`src/rtl/stream_demux_2_pkg.sv`:
```
//------------------------------------------------------------------------------
// Module   : stream_demux_2_pkg
// Brief    : Shared types and constants for the registered 1:2 stream demux.
// Revision : 1.0 - initial release
//------------------------------------------------------------------------------
`default_nettype none

package stream_demux_2_pkg;

    typedef enum logic [1:0] {EMPTY, ONE, TWO} buf_state_t;

    localparam int DEPTH = 2;
    localparam int CNT_W = 16;

endpackage

`default_nettype wire

```
`src/rtl/stream_demux_2_if.sv`:
```
//------------------------------------------------------------------------------
// Module   : stream_demux_2_if
// Brief    : Input stream and two output streams of stream_demux_2.
//            Pop counters exist only when STREAM_DEMUX_2_COUNT_EN is defined.
// Revision : 1.0 - initial release
//------------------------------------------------------------------------------
`default_nettype none

interface stream_demux_2_if
    import stream_demux_2_pkg::*;
#(
    parameter int WIDTH = 4
);

    logic [WIDTH-1:0] i_data;
    logic             i_sel;
    logic             i_valid;
    logic             o_ready;
    logic [WIDTH-1:0] o_data_0;
    logic             o_valid_0;
    logic             i_ready_0;
    logic [WIDTH-1:0] o_data_1;
    logic             o_valid_1;
    logic             i_ready_1;

`ifdef STREAM_DEMUX_2_COUNT_EN
    logic [CNT_W-1:0] o_count_0;
    logic [CNT_W-1:0] o_count_1;

    modport slave (
        input  i_data, i_sel, i_valid, i_ready_0, i_ready_1,
        output o_ready, o_data_0, o_valid_0, o_data_1, o_valid_1,
        output o_count_0, o_count_1
    );

    modport master (
        output i_data, i_sel, i_valid, i_ready_0, i_ready_1,
        input  o_ready, o_data_0, o_valid_0, o_data_1, o_valid_1,
        input  o_count_0, o_count_1
    );
`else
    modport slave (
        input  i_data, i_sel, i_valid, i_ready_0, i_ready_1,
        output o_ready, o_data_0, o_valid_0, o_data_1, o_valid_1
    );

    modport master (
        output i_data, i_sel, i_valid, i_ready_0, i_ready_1,
        input  o_ready, o_data_0, o_valid_0, o_data_1, o_valid_1
    );
`endif

endinterface

`default_nettype wire

```
`src/rtl/stream_demux_2_buf.sv`:
```
//------------------------------------------------------------------------------
// Module   : stream_buf_2
// Brief    : Two-entry registered FIFO with head/valid driven from flops.
// Revision : 1.0 - initial release
//------------------------------------------------------------------------------
`default_nettype none

module stream_buf_2
    import stream_demux_2_pkg::*;
#(
    parameter int WIDTH = 4
) (
    input  logic             i_clk,
    input  logic             i_rst,
    input  logic             i_push,
    input  logic [WIDTH-1:0] i_push_data,
    input  logic             i_pop,
    output logic [WIDTH-1:0] o_head,
    output logic             o_valid,
    output buf_state_t       o_state
);

    localparam logic [1:0] c_st_empty = EMPTY;
    localparam logic [1:0] c_st_one   = ONE;
    localparam logic [1:0] c_st_two   = TWO;

    logic [1:0]       r_state;
    logic [1:0]       w_state_nxt;
    logic             r_valid;
    logic [WIDTH-1:0] r_head;
    logic [WIDTH-1:0] r_tail;

    always_comb begin
        w_state_nxt = r_state;
        case (r_state)
            c_st_empty: begin
                if (i_push) w_state_nxt = c_st_one;
            end
            c_st_one: begin
                if (i_push && !i_pop)      w_state_nxt = c_st_two;
                else if (!i_push && i_pop) w_state_nxt = c_st_empty;
            end
            c_st_two: begin
                if (i_pop) w_state_nxt = c_st_one;
            end
            default: w_state_nxt = c_st_empty;
        endcase
    end

    // Valid is registered from the next state so it leaves a flop directly.
    always_ff @(posedge i_clk) begin
        if (i_rst) begin
            r_state <= c_st_empty;
            r_valid <= 1'b0;
            r_head  <= '0;
            r_tail  <= '0;
        end else begin
            r_state <= w_state_nxt;
            r_valid <= (w_state_nxt != c_st_empty);
            case (r_state)
                c_st_empty: begin
                    if (i_push) r_head <= i_push_data;
                end
                c_st_one: begin
                    if (i_push && i_pop) r_head <= i_push_data;
                    else if (i_push)     r_tail <= i_push_data;
                end
                c_st_two: begin
                    if (i_pop) r_head <= r_tail;
                end
                default: ;
            endcase
        end
    end

    assign o_head  = r_head;
    assign o_valid = r_valid;
    assign o_state = buf_state_t'(r_state);

endmodule

`default_nettype wire

```
`src/rtl/stream_demux_2.sv`:
```
//------------------------------------------------------------------------------
// Module   : stream_demux_2
// Brief    : Registered 1:2 stream demux, one 2-entry buffer per output.
//            Optional pop counters enabled by STREAM_DEMUX_2_COUNT_EN.
// Revision : 1.0 - initial release
//------------------------------------------------------------------------------
`default_nettype none

module stream_demux_2
    import stream_demux_2_pkg::*;
#(
    parameter int WIDTH = 4
) (
    input  logic            i_clk,
    input  logic            i_rst,
    stream_demux_2_if.slave bus
);

    buf_state_t w_state_0;
    buf_state_t w_state_1;
    logic       w_ready;
    logic       w_push_0;
    logic       w_push_1;
    logic       w_pop_0;
    logic       w_pop_1;
    logic       w_valid_0;
    logic       w_valid_1;

    // Ready depends only on the selected buffer, never on consumer ready.
    assign w_ready  = bus.i_sel ? (w_state_1 != TWO) : (w_state_0 != TWO);
    assign w_push_0 = bus.i_valid && w_ready && !bus.i_sel;
    assign w_push_1 = bus.i_valid && w_ready &&  bus.i_sel;
    assign w_pop_0  = w_valid_0 && bus.i_ready_0;
    assign w_pop_1  = w_valid_1 && bus.i_ready_1;

    assign bus.o_ready   = w_ready;
    assign bus.o_valid_0 = w_valid_0;
    assign bus.o_valid_1 = w_valid_1;

    stream_buf_2 #(.WIDTH(WIDTH)) u_buf_0 (
        .i_clk       (i_clk),
        .i_rst       (i_rst),
        .i_push      (w_push_0),
        .i_push_data (bus.i_data),
        .i_pop       (w_pop_0),
        .o_head      (bus.o_data_0),
        .o_valid     (w_valid_0),
        .o_state     (w_state_0)
    );

    stream_buf_2 #(.WIDTH(WIDTH)) u_buf_1 (
        .i_clk       (i_clk),
        .i_rst       (i_rst),
        .i_push      (w_push_1),
        .i_push_data (bus.i_data),
        .i_pop       (w_pop_1),
        .o_head      (bus.o_data_1),
        .o_valid     (w_valid_1),
        .o_state     (w_state_1)
    );

`ifdef STREAM_DEMUX_2_COUNT_EN
    logic [CNT_W-1:0] r_count_0;
    logic [CNT_W-1:0] r_count_1;

    always_ff @(posedge i_clk) begin
        if (i_rst) begin
            r_count_0 <= '0;
            r_count_1 <= '0;
        end else begin
            if (w_pop_0) r_count_0 <= r_count_0 + CNT_W'(1);
            if (w_pop_1) r_count_1 <= r_count_1 + CNT_W'(1);
        end
    end

    assign bus.o_count_0 = r_count_0;
    assign bus.o_count_1 = r_count_1;
`endif

endmodule

`default_nettype wire

```
`src/flat_wrapper.sv`:
```
// flat-port wrapper written by rule: the top's interface ports become plain ports
module stream_demux_2_flat import stream_demux_2_pkg::*;
#(
    parameter int WIDTH = 4
)
  (i_clk, i_rst, bus_i_data, bus_i_sel, bus_i_valid, bus_i_ready_0, bus_i_ready_1, bus_o_ready, bus_o_data_0, bus_o_valid_0, bus_o_data_1, bus_o_valid_1);
  stream_demux_2_if #(.WIDTH(WIDTH)) bus_i ();
  input  logic i_clk;
  input  logic i_rst;
  input wire logic [$bits(bus_i.i_data)-1:0] bus_i_data;
  input wire logic [$bits(bus_i.i_sel)-1:0] bus_i_sel;
  input wire logic [$bits(bus_i.i_valid)-1:0] bus_i_valid;
  input wire logic [$bits(bus_i.i_ready_0)-1:0] bus_i_ready_0;
  input wire logic [$bits(bus_i.i_ready_1)-1:0] bus_i_ready_1;
  output wire logic [$bits(bus_i.o_ready)-1:0] bus_o_ready;
  output wire logic [$bits(bus_i.o_data_0)-1:0] bus_o_data_0;
  output wire logic [$bits(bus_i.o_valid_0)-1:0] bus_o_valid_0;
  output wire logic [$bits(bus_i.o_data_1)-1:0] bus_o_data_1;
  output wire logic [$bits(bus_i.o_valid_1)-1:0] bus_o_valid_1;
  assign bus_i.i_data = bus_i_data;
  assign bus_i.i_sel = bus_i_sel;
  assign bus_i.i_valid = bus_i_valid;
  assign bus_i.i_ready_0 = bus_i_ready_0;
  assign bus_i.i_ready_1 = bus_i_ready_1;
  assign bus_o_ready = bus_i.o_ready;
  assign bus_o_data_0 = bus_i.o_data_0;
  assign bus_o_valid_0 = bus_i.o_valid_0;
  assign bus_o_data_1 = bus_i.o_data_1;
  assign bus_o_valid_1 = bus_i.o_valid_1;
  stream_demux_2 #(.WIDTH(WIDTH)) u_core (.i_clk(i_clk), .i_rst(i_rst), .bus(bus_i));
endmodule
```
`config.mk`:
```
export PLATFORM = sky130hd
export DESIGN_NAME = stream_demux_2_flat
export DESIGN_NICKNAME = d
export VERILOG_FILES = /design/src/rtl/stream_demux_2_pkg.sv /design/src/rtl/stream_demux_2_if.sv /design/src/rtl/stream_demux_2_buf.sv /design/src/rtl/stream_demux_2.sv /design/src/flat_wrapper.sv
export SDC_FILE = /design/constraint.sdc
export NUM_CORES = 1
export LEC_CHECK = 0
export CAP_MARGIN = 20
export CORE_UTILIZATION = 30
export CTS_CLUSTER_SIZE = 24
export DETAILED_ROUTE_END_ITERATION = 8
export PLACE_DENSITY_LB_ADDON = 0.08
export SYNTH_ARGS = -nofsm -noshare
export SYNTH_HDL_FRONTEND = slang
export SYNTH_SLANG_ARGS = --single-unit
export TNS_END_PERCENT = 20
```
`constraint.sdc`:
```
create_clock -name i_clk -period 1.8 [get_ports i_clk]
set_clock_uncertainty 0.1 [all_clocks]
set_input_delay 0.27 -clock i_clk [delete_from_list [all_inputs] [get_ports i_clk]]
set_output_delay 0.27 -clock i_clk [all_outputs]
set_load 0.05 [all_outputs]
```
==> impl_metrics.json, run 1 <==
{
  "synthAdderAreaFrac_pct": 0,
  "critPathMaxStageDelay_ps": 450,
  "syn_avg_cell_area_um2": 9.29,
  "reg2reg_depth": 3,
  "cts_buffers": 3,
  "critPathSlowestCell": "dfxtp_1",
  "layout_setup_ws_ps": 106,
  "yosys.area_share.xor_xnor_pct": 0.780,
  "io_buffer_count": 20,
  "r2r-start": "u_core.u_buf_0.o_state[0]$_SDFF_PP0_",
  "die-width_um": 63.2,
  "synthSimpleGateAreaFrac_pct": 16.6,
  "final_nets": 161,
  "met3WireLength_um": 85,
  "ir_drop_uv": 262,
  "drv_slew": 0,
  "fin_util_pct": 42.3,
  "vias": 1056,
  "critPathKind": "reg -> out",
  "drive_above_1_share_pct": 22.1,
  "synth-seq-cells": 22,
  "synth_seq_area_share_pct": 39.2,
  "clock.fmax_mhz": 590,
  "synth_warnings": 0,
  "wirelength_um": 2850,
  "r2r_end": "u_core.u_buf_0.o_head[0]$_SDFFE_PP0P_",
  "leakage_nw": 0.579,
  "crit_required_ps": 1430,
  "top_layer_used": "met4",
  "clock-sinks": 22,
  "synth_area_mm2": 0.00112,
  "grt_max_degree": 12,
  "crit_cells": 4,
  "path_cells": "nor2b_1 -> buf_4 -> a21oi_2 -> buf_12",
  "synthCells": 121,
  "ys.flop_type": "dfxtp_1",
  "gp_congestion": 0.807,
  "startpoint": "u_core.u_buf_1.o_state[1]$_SDFF_PP0_",
  "clk_latency_ps": 260,
  "p_per_area_mw_per_mm2": 780,
  "path_clk_slew_ps": 70,
  "n_antenna_cell": 0,
  "grt_pass1_vias": 1010,
  "synth-compound-area-share_pct": 32.1,
  "synth_edf_count": 0,
  "hold_viol": 0,
  "arrival_ps": 1320,
  "die_area_mm2": 0.00399,
  "grt_usage_pct": 15.3,
  "fin_crit_ps": 1690,
  "dp_slack_ps": -142,
  "cts-root-buf": "clkbuf_8",
  "std_cell_rows": 21,
  "grt_pass1_wl_um": 4760,
  "viasPerCell": 5.42,
  "drc": 0,
  "antenna_left": 0,
  "drt-met1-wl_um": 1470,
  "outcome": "finished, final reports clean",
  "critPathMaxFanout": 8,
  "initial_core_util_pct": 32.4,
  "coreArea_mm2": 0.00347,
  "htreeDepth": 1,
  "netlist-cell-type-count": 34,
  "worst_pin_slew_ps": 468,
  "crit_end": "bus_o_ready",
  "cp_num_buf_inv": 2,
  "critical_path.top_delay_family": "flip-flops",
  "r2r_slack_ps": 300,
  "maxCapViolCount": 0,
  "cp-end-kind": "primary output",
  "start_kind": "flop",
  "synth_async_sr_flop_share_pct": 0,
  "die_h_um": 63.2,
  "firstDrtPassIters": 4,
  "cts_tree": "yes",
  "rsz0062_at_grt": "false",
  "cts_setup_buffers": 0,
  "drtIter0Drc": 52,
  "min_path_type": "reg -> reg",
  "antenna_found_initial": 0,
  "setup_viol": 0,
  "muxShareOfSynthArea_pct": 7.13,
  "syn_nets": 131,
  "io_pins": 21,
  "fin_crit_sh_pct": 94.1,
  "synth_top_family_by_area": "compound AO/OA/AOI/OAI gates",
  "wl_met2_um": 1270,
  "wire_per_inst_um": 14.6,
  "dp_hpwl_um": 2120,
  "clockBufferDepth": 2,
  "area_delta_synth_final_pct": 30.6,
  "overflow": 0,
  "relSlewSlack_pct": 68.7
}
## power breakdown
group	switching (mW)	total (mW)	internal [mW]
Clock	0.158	0.307	0.149
Sequential	0.0273	0.545	0.517
Combinational	0.174	0.293	0.119
## cell type report
type,count,area (um2)
clock buffers,3,41.3
fillers,371,2000
inverters,2,7.51
multi-input cells,89,639
flip-flops and latches,22,440
well taps,46,57.6
repair buffers,33,282
## logic make-up after synthesis
group | Yosys count
flip-flops | 22
buffers and inverters | 10
AND/OR/NAND/NOR | 27
multiplexers | 8
XOR/XNOR | 1
AO/OA/AOI/OAI | 53
## how the worst min path moves through the flow
stage / endpoint / cells past startpoint / from
2_1_floorplan: u_core.u_buf_0.o_state[0]$_SDFF_PP0_ / 1 / i_rst
3_3_place_gp: u_core.u_buf_1.r_tail[3]$_SDFFE_PP0P_ / 2 / u_core.u_buf_1.r_tail[3]$_SDFFE_PP0P_
3_5_place_dp: u_core.u_buf_1.r_tail[1]$_SDFFE_PP0P_ / 2 / u_core.u_buf_1.r_tail[1]$_SDFFE_PP0P_
4_1_cts: u_core.u_buf_1.r_tail[1]$_SDFFE_PP0P_ / 2 / u_core.u_buf_1.r_tail[1]$_SDFFE_PP0P_
5_1_grt: u_core.u_buf_1.r_tail[0]$_SDFFE_PP0P_ / 2 / u_core.u_buf_1.r_tail[0]$_SDFFE_PP0P_
6_report: u_core.u_buf_1.r_tail[3]$_SDFFE_PP0P_ / 2 / u_core.u_buf_1.r_tail[3]$_SDFFE_PP0P_
## registers in the layout, summed over array words and instances (netlist names)
| signal | cells |
|---|---|
| u_core.u_buf_0.r_tail | 4 |
| u_core.u_buf_0.o_valid | 1 |
| u_core.u_buf_0.o_head | 4 |
| u_core.u_buf_1.o_valid | 1 |
| u_core.u_buf_1.o_state | 2 |
| u_core.u_buf_0.o_state | 2 |
| u_core.u_buf_1.o_head | 4 |
| u_core.u_buf_1.r_tail | 4 |
## per-stage QoR
stage                     total power, mW  hold WS (ps)  cell area (um2)  instances  TNS, ps
final                                1.15           386             1470        195        0
after global routing                 1.20           410             1470        195        0
after CTS                            1.16           384             1470        195        0
after detailed placement            0.850           371             1430        192     -992
after global placement              0.849           364             1430        192     -611
after floorplan                     0.734           272             1130        121        0
## Yosys cell counts (3+ instances only)
library cell  instances  area, um2
a2111oi_0             8       70.1
a211oi_1              9       67.6
a21oi_1              14       70.1
clkbuf_1              5       18.8
dfxtp_1              22        440
mux2i_1               8       80.1
nand2_1               3       11.3
nand3_1               8       40.0
o21ai_0               7       35.0
## cells in the final DEF (no fill, tap or decap), drive strengths merged, types with 8 or more instances in the layout
| cell type | count |
|---|---|
| a21oi | 14 |
| nand3 | 8 |
| a2111oi | 8 |
| a211oi | 9 |
| mux2i | 8 |
| clkdlybuf4s50 | 8 |
| o21ai | 9 |
| dfxtp | 22 |
| buf | 24 |
## what timing repair did
item | in CTS | in global routing
hold buffers | 0 | 0
setup endpoints to repair | 1 | 0
gates resized for setup | 1 | 0
## worst min-delay path: stages (launching register included)
cell     delay (ps)
dfxtp_1         310
o21ai_0          60
a21oi_1          70
## routing by layer
layer | global-route usage [%] | vias up
met3 | 2.36 | 2
met5 | 0 | -
li1 | - | 532
met2 | 24.1 | 16
met4 | 5.11 | 0
met1 | 21.1 | 506
Power figures use the tool's default switching activity.
==> inputs of run 2 (changes only) <==
Settings changed: ABC_AREA set to 1, SLEW_MARGIN set to 20.
==> run 2 against run 1 <==
First-iteration DRC count grew 21%. Largest power group unchanged. Die area down 1.8%. Sequential power is essentially flat. Hold slack better by 9.3 ps. Combinational power grew 6%.
==> impl_metrics.json, run 2 <==
{
  "die_h_um": 62.6,
  "outcome": "finished, final reports clean",
  "coreArea_mm2": 0.00342,
  "htreeDepth": 1,
  "fin_crit_ps": 1680,
  "synth_most_common_cell": "nand2_1",
  "clock-sinks": 22,
  "rsz0062_at_grt": "false",
  "p_per_area_mw_per_mm2": 827,
  "dp_hpwl_um": 1780,
  "viasPerCell": 4.29,
  "critPathMaxFanout": 7,
  "crit_required_ps": 1430,
  "firstDrtPassIters": 4,
  "io_pins": 21,
  "vias": 1000,
  "setup_viol": 0,
  "worst_pin_slew_ps": 306,
  "fin_crit_sh_pct": 93.3,
  "layout_common_cells": "nand2_1 (43), nor2_1 (25), dfxtp_1 (22), inv_1 (18), nand3_1 (18)",
  "gp_congestion": 0.783,
  "grt_pass1_wl_um": 4300,
  "startpoint": "u_core.u_buf_0.o_state[1]$_SDFF_PP0_",
  "wirelength_um": 2400,
  "maxCapViolCount": 0,
  "cts-root-buf": "clkbuf_4",
  "wire_per_inst_um": 10.3,
  "critPathMaxStageDelay_ps": 520,
  "die_area_mm2": 0.00392,
  "clockBufferDepth": 2,
  "synth_common_cells": "nand2_1 (43), nor2_1 (25), dfxtp_1 (22), inv_1 (18), nand3_1 (18)",
  "cts_buffers": 3,
  "netlist-cell-type-count": 17,
  "min-delay-start": "u_core.u_buf_1.o_head[3]$_SDFFE_PP0P_",
  "syn_avg_cell_area_um2": 6.72,
  "critPathSlowestCell": "dfxtp_1",
  "hold_slack_ps": 395,
  "synth_seq_area_share_pct": 40.0,
  "clock.fmax_mhz": 595,
  "path_clk_slew_ps": 130,
  "finalSetupTns_ps": 0,
  "synth_async_sr_flop_share_pct": 0,
  "min_path_type": "reg -> reg",
  "final_common_cell": "nand2_1",
  "critPathKind": "reg -> out",
  "ir_drop_uv": 307,
  "synth_area_mm2": 0.00110,
  "path_cells": "nand2_4 -> nand2_1 -> nand2_1 -> buf_12",
  "initial_core_util_pct": 32.3,
  "cp_num_buf_inv": 1,
  "final_nets": 198,
  "synth_top_area_share_pct": 40.0,
  "antenna_found_initial": 0,
  "clk_latency_ps": 320,
  "start_kind": "flop",
  "cp-end-kind": "primary output",
  "grt_max_degree": 21,
  "hold_viol": 0,
  "overflow": 0,
  "r2r-start": "u_core.u_buf_1.o_state[1]$_SDFF_PP0_",
  "ys.flop_type": "dfxtp_1",
  "cts_tree": "yes",
  "synthCells": 164,
  "drtIter0Drc": 63,
  "drv_slew": 0,
  "grt_usage_pct": 13.7,
  "synth-seq-cells": 22,
  "grt_pass1_vias": 990,
  "die-width_um": 62.6,
  "drive_above_1_share_pct": 17.1,
  "critical_path.top_delay_family": "flip-flops",
  "synth_warnings": 0,
  "antenna_left": 0,
  "area_delta_synth_final_pct": 25.0,
  "postCtsResizedCells": 0,
  "arrival_ps": 1310,
  "synthTopCellsByArea": "dfxtp_1 (40%), nand2_1 (15%), nor2_1 (8.5%)",
  "synth_edf_count": 0,
  "relSlewSlack_pct": 79.6,
  "path_common_cell": "nand2_1",
  "yosys.area.top_type": "dfxtp_1",
  "n_antenna_cell": 0,
  "std_cell_rows": 21,
  "io_buffer_count": 20,
  "leakage_nw": 0.719,
  "cts_setup_buffers": 0,
  "syn_nets": 174,
  "drc": 0,
  "hold_buffers": 0
}
[run 2: through the flow]
step | area [um2] | power, mW | std cells | setup WS [ps] | utilization, %
6_report | 1380 | 1.14 | 233 | 120 | 40.3
3_5_place_dp | 1340 | 0.870 | 229 | 151 | 39.3
2_1_floorplan | 1100 | 0.771 | 164 | 323 | -
3_3_place_gp | 1340 | 0.867 | 229 | 131 | 39.3
4_1_cts | 1380 | 1.15 | 233 | 107 | 40.3
5_1_grt | 1380 | 1.21 | 233 | 4.21 | 40.3
[run 2: tightest hold or removal path, delay by kind of cell (launching register included)]
kind / cells / cell delay (ps)
simple gates: 1 / 80
compound gates: 1 / 40
flops: 1 / 350
[run 2: cell type report]
class	count	area, um2
Clock buffer	4	36.3
Fill cell	384	2040
Inverter	23	86.3
Multi-Input combinational cell	117	564
Sequential cell	22	440
Tap cell	46	57.6
Timing Repair Buffer	21	193
[run 2: metal layers]
| metal | share of wire, % | GRT usage [%] | up-vias |
|---|---|---|---|
| li1 | - | - | 554 |
| met1 | 54 | 19.4 | 421 |
| met2 | 41 | 20.2 | 20 |
| met3 | 3.3 | 2.37 | 5 |
| met4 | 2.1 | 6.10 | 0 |
| met5 | 0 | 0 | - |
[run 2: logic make-up after synthesis]
family / after synthesis / synth area share (%)
simple gates: 97 / 41.1
buf+inv: 25 / 8.85
flops: 22 / 40.0
compound gates: 20 / 10.1
[run 2: path summary, 6_finish.rpt]
kind / cells after the start / to / slack, ps
max: 4 / bus_o_ready / 120
min: 2 / u_core.u_buf_1.o_head[3]$_SDFFE_PP0P_ / 390
max reg2reg: 6 / u_core.u_buf_1.r_tail[2]$_SDFFE_PP0P_ / 460
min reg2reg: 2 / u_core.u_buf_1.o_head[3]$_SDFFE_PP0P_ / 390
[run 2: where the power goes]
part / total [mW] / internal, mW / switching [mW]
combinational: 0.311 / 0.106 / 0.205
sequential: 0.546 / 0.523 / 0.0230
clock: 0.283 / 0.124 / 0.159
==> inputs of run 3 (changes only) <==
Settings changed: CELL_PAD_IN_SITES_DETAIL_PLACEMENT set to 0, CELL_PAD_IN_SITES_GLOBAL_PLACEMENT set to 1.
==> run 3 against run 2 <==
Final area unchanged. Core utilization unchanged. Maximum frequency increased by 2.7%. Routed wire length decreased by 0.17%. Final cell count unchanged. Flip-flop and latch count unchanged. Clock power decreased by 3%. Critical path depth unchanged. Combinational power about the same. Worst setup slack improved by 44 ps. Highest routed layer unchanged.
==> impl_metrics.json, run 3 (same netlist as run 2, synthesis figures left out) <==
{
  "outcome": "finished, final reports clean",
  "grt_max_degree": 21,
  "overflow": 0,
  "drtIter0Drc": 59,
  "critPathSlowestCell": "dfxtp_1",
  "path_clk_slew_ps": 120,
  "grt_pass1_wl_um": 4200,
  "ir_drop_uv": 259,
  "switching_share_pct": 33.6,
  "die_area_mm2": 0.00392,
  "cts_setup_buffers": 0,
  "clkPwrFrac_pct": 24.3,
  "path_cells": "nand2_4 -> nand2_1 -> nand2_1 -> buf_12",
  "wl_met2_um": 947,
  "htreeDepth": 1,
  "hold_viol": 0,
  "cp-end-kind": "primary output",
  "initial_core_util_pct": 32.3,
  "wire_per_inst_um": 10.3,
  "layout_common_cells": "nand2_1 (43), nor2_1 (25), dfxtp_1 (22), inv_1 (18), nand3_1 (18)",
  "p_per_area_mw_per_mm2": 822,
  "wirelength_um": 2400,
  "gp_congestion": 0.755,
  "cts_buffers": 3,
  "drive_above_1_share_pct": 17.1,
  "antenna_found_initial": 0,
  "finalSetupTns_ps": 0,
  "leakage_nw": 0.719,
  "setup_viol": 0,
  "top_layer_used": "met4",
  "critPathKind": "reg -> out",
  "cts-root-buf": "clkbuf_4",
  "maxCapViolCount": 0,
  "drv_slew": 0,
  "switchingPower_uw": 380,
  "dp_hpwl_um": 1770,
  "viasPerCell": 4.36,
  "dp_slack_ps": 141,
  "drt-met1-wl_um": 1340,
  "clock.fmax_mhz": 611,
  "coreArea_mm2": 0.00342,
  "drc": 0,
  "combPwrFrac_pct": 27.5,
  "critPathMaxFanout": 7,
  "final_common_cell": "nand2_1",
  "std_cell_rows": 21,
  "layout_setup_ws_ps": 164,
  "grt_usage_pct": 13.6,
  "clk_latency_ps": 300,
  "clockBufferDepth": 2,
  "area_delta_synth_final_pct": 25.0,
  "fin_util_pct": 40.3,
  "die_h_um": 62.6,
  "arrival_ps": 1270,
  "final_nets": 198,
  "io_buffer_count": 20,
  "fin_crit_sh_pct": 90.9,
  "n_antenna_cell": 0,
  "start_kind": "flop",
  "grt_pass1_vias": 928,
  "cts_tree": "yes",
  "path_common_cell": "nand2_1",
  "firstDrtPassIters": 4,
  "critPathMaxStageDelay_ps": 520,
  "relSlewSlack_pct": 79.7,
  "postCtsResizedCells": 0,
  "power_mw": 1.13,
  "io_pins": 21,
  "met3WireLength_um": 91,
  "vias": 1016,
  "die-width_um": 62.6,
  "worst_pin_slew_ps": 304,
  "hold_buffers": 0,
  "rsz0062_at_grt": "false",
  "crit_required_ps": 1430,
  "pwr-share-seq_pct": 48.2,
  "antenna_left": 0,
  "min_path_type": "reg -> reg",
  "clock-sinks": 22,
  "fin_crit_ps": 1640,
  "internal_power_uw": 752
}
[run 3: cell counts in the layout (fill, tap and decap cells not counted)]
Identical to the previous run, type by type.
[run 3: power by group through the flow]
stage	Sequential, mW	Combinational [mW]	Clock (mW)
2_1_floorplan	0.636	0.135	0
3_3_place_gp	0.556	0.311	0
3_5_place_dp	0.557	0.312	0
4_1_cts	0.546	0.313	0.294
5_1_grt	0.552	0.339	0.323
6_report	0.546	0.311	0.275
[run 3: through the flow]
step,hold WS [ps],cell area (um2),instances
floorplan,305,1100,164
global placement,364,1340,229
detailed placement,368,1340,229
CTS,400,1380,233
global route,434,1380,233
finish,394,1380,233
[run 3: critical path: cells and delay by family (launching register included)]
kind / cells / cell delay (ps)
simple gates: 3 / 280
flops: 1 / 520
buf+inv: 1 / 150
[run 3: per-layer routing]
| metal | up-vias | GRT usage [%] |
|---|---|---|
| met5 | - | 0 |
| met4 | 0 | 6.10 |
| met3 | 2 | 2.92 |
| met2 | 18 | 19.7 |
| met1 | 434 | 19.2 |
| li1 | 562 | - |
[run 3: final cells by class]
cell class                      instances  area, um2
Inverter                               23       86.3
Multi-Input combinational cell        117        564
Timing Repair Buffer                   21        193
Sequential cell                        22        440
Clock buffer                            4       36.3
Tap cell                               46       57.6
Fill cell                             395       2040
[run 3: final timing paths]
| kind | from | endpoint | slack [ps] | cells past startpoint |
|---|---|---|---|---|
| worst max-delay path | u_core.u_buf_1.o_state[1]$_SDFF_PP0_ | bus_o_ready | 160 | 4 |
| worst min-delay path | u_core.u_buf_1.o_head[3]$_SDFFE_PP0P_ | u_core.u_buf_1.o_head[3]$_SDFFE_PP0P_ | 390 | 2 |
| worst max register to register | u_core.u_buf_1.o_state[1]$_SDFF_PP0_ | u_core.u_buf_1.o_valid$_SDFF_PP0_ | 460 | 7 |
| worst min register to register | u_core.u_buf_1.o_head[3]$_SDFFE_PP0P_ | u_core.u_buf_1.o_head[3]$_SDFFE_PP0P_ | 390 | 2 |
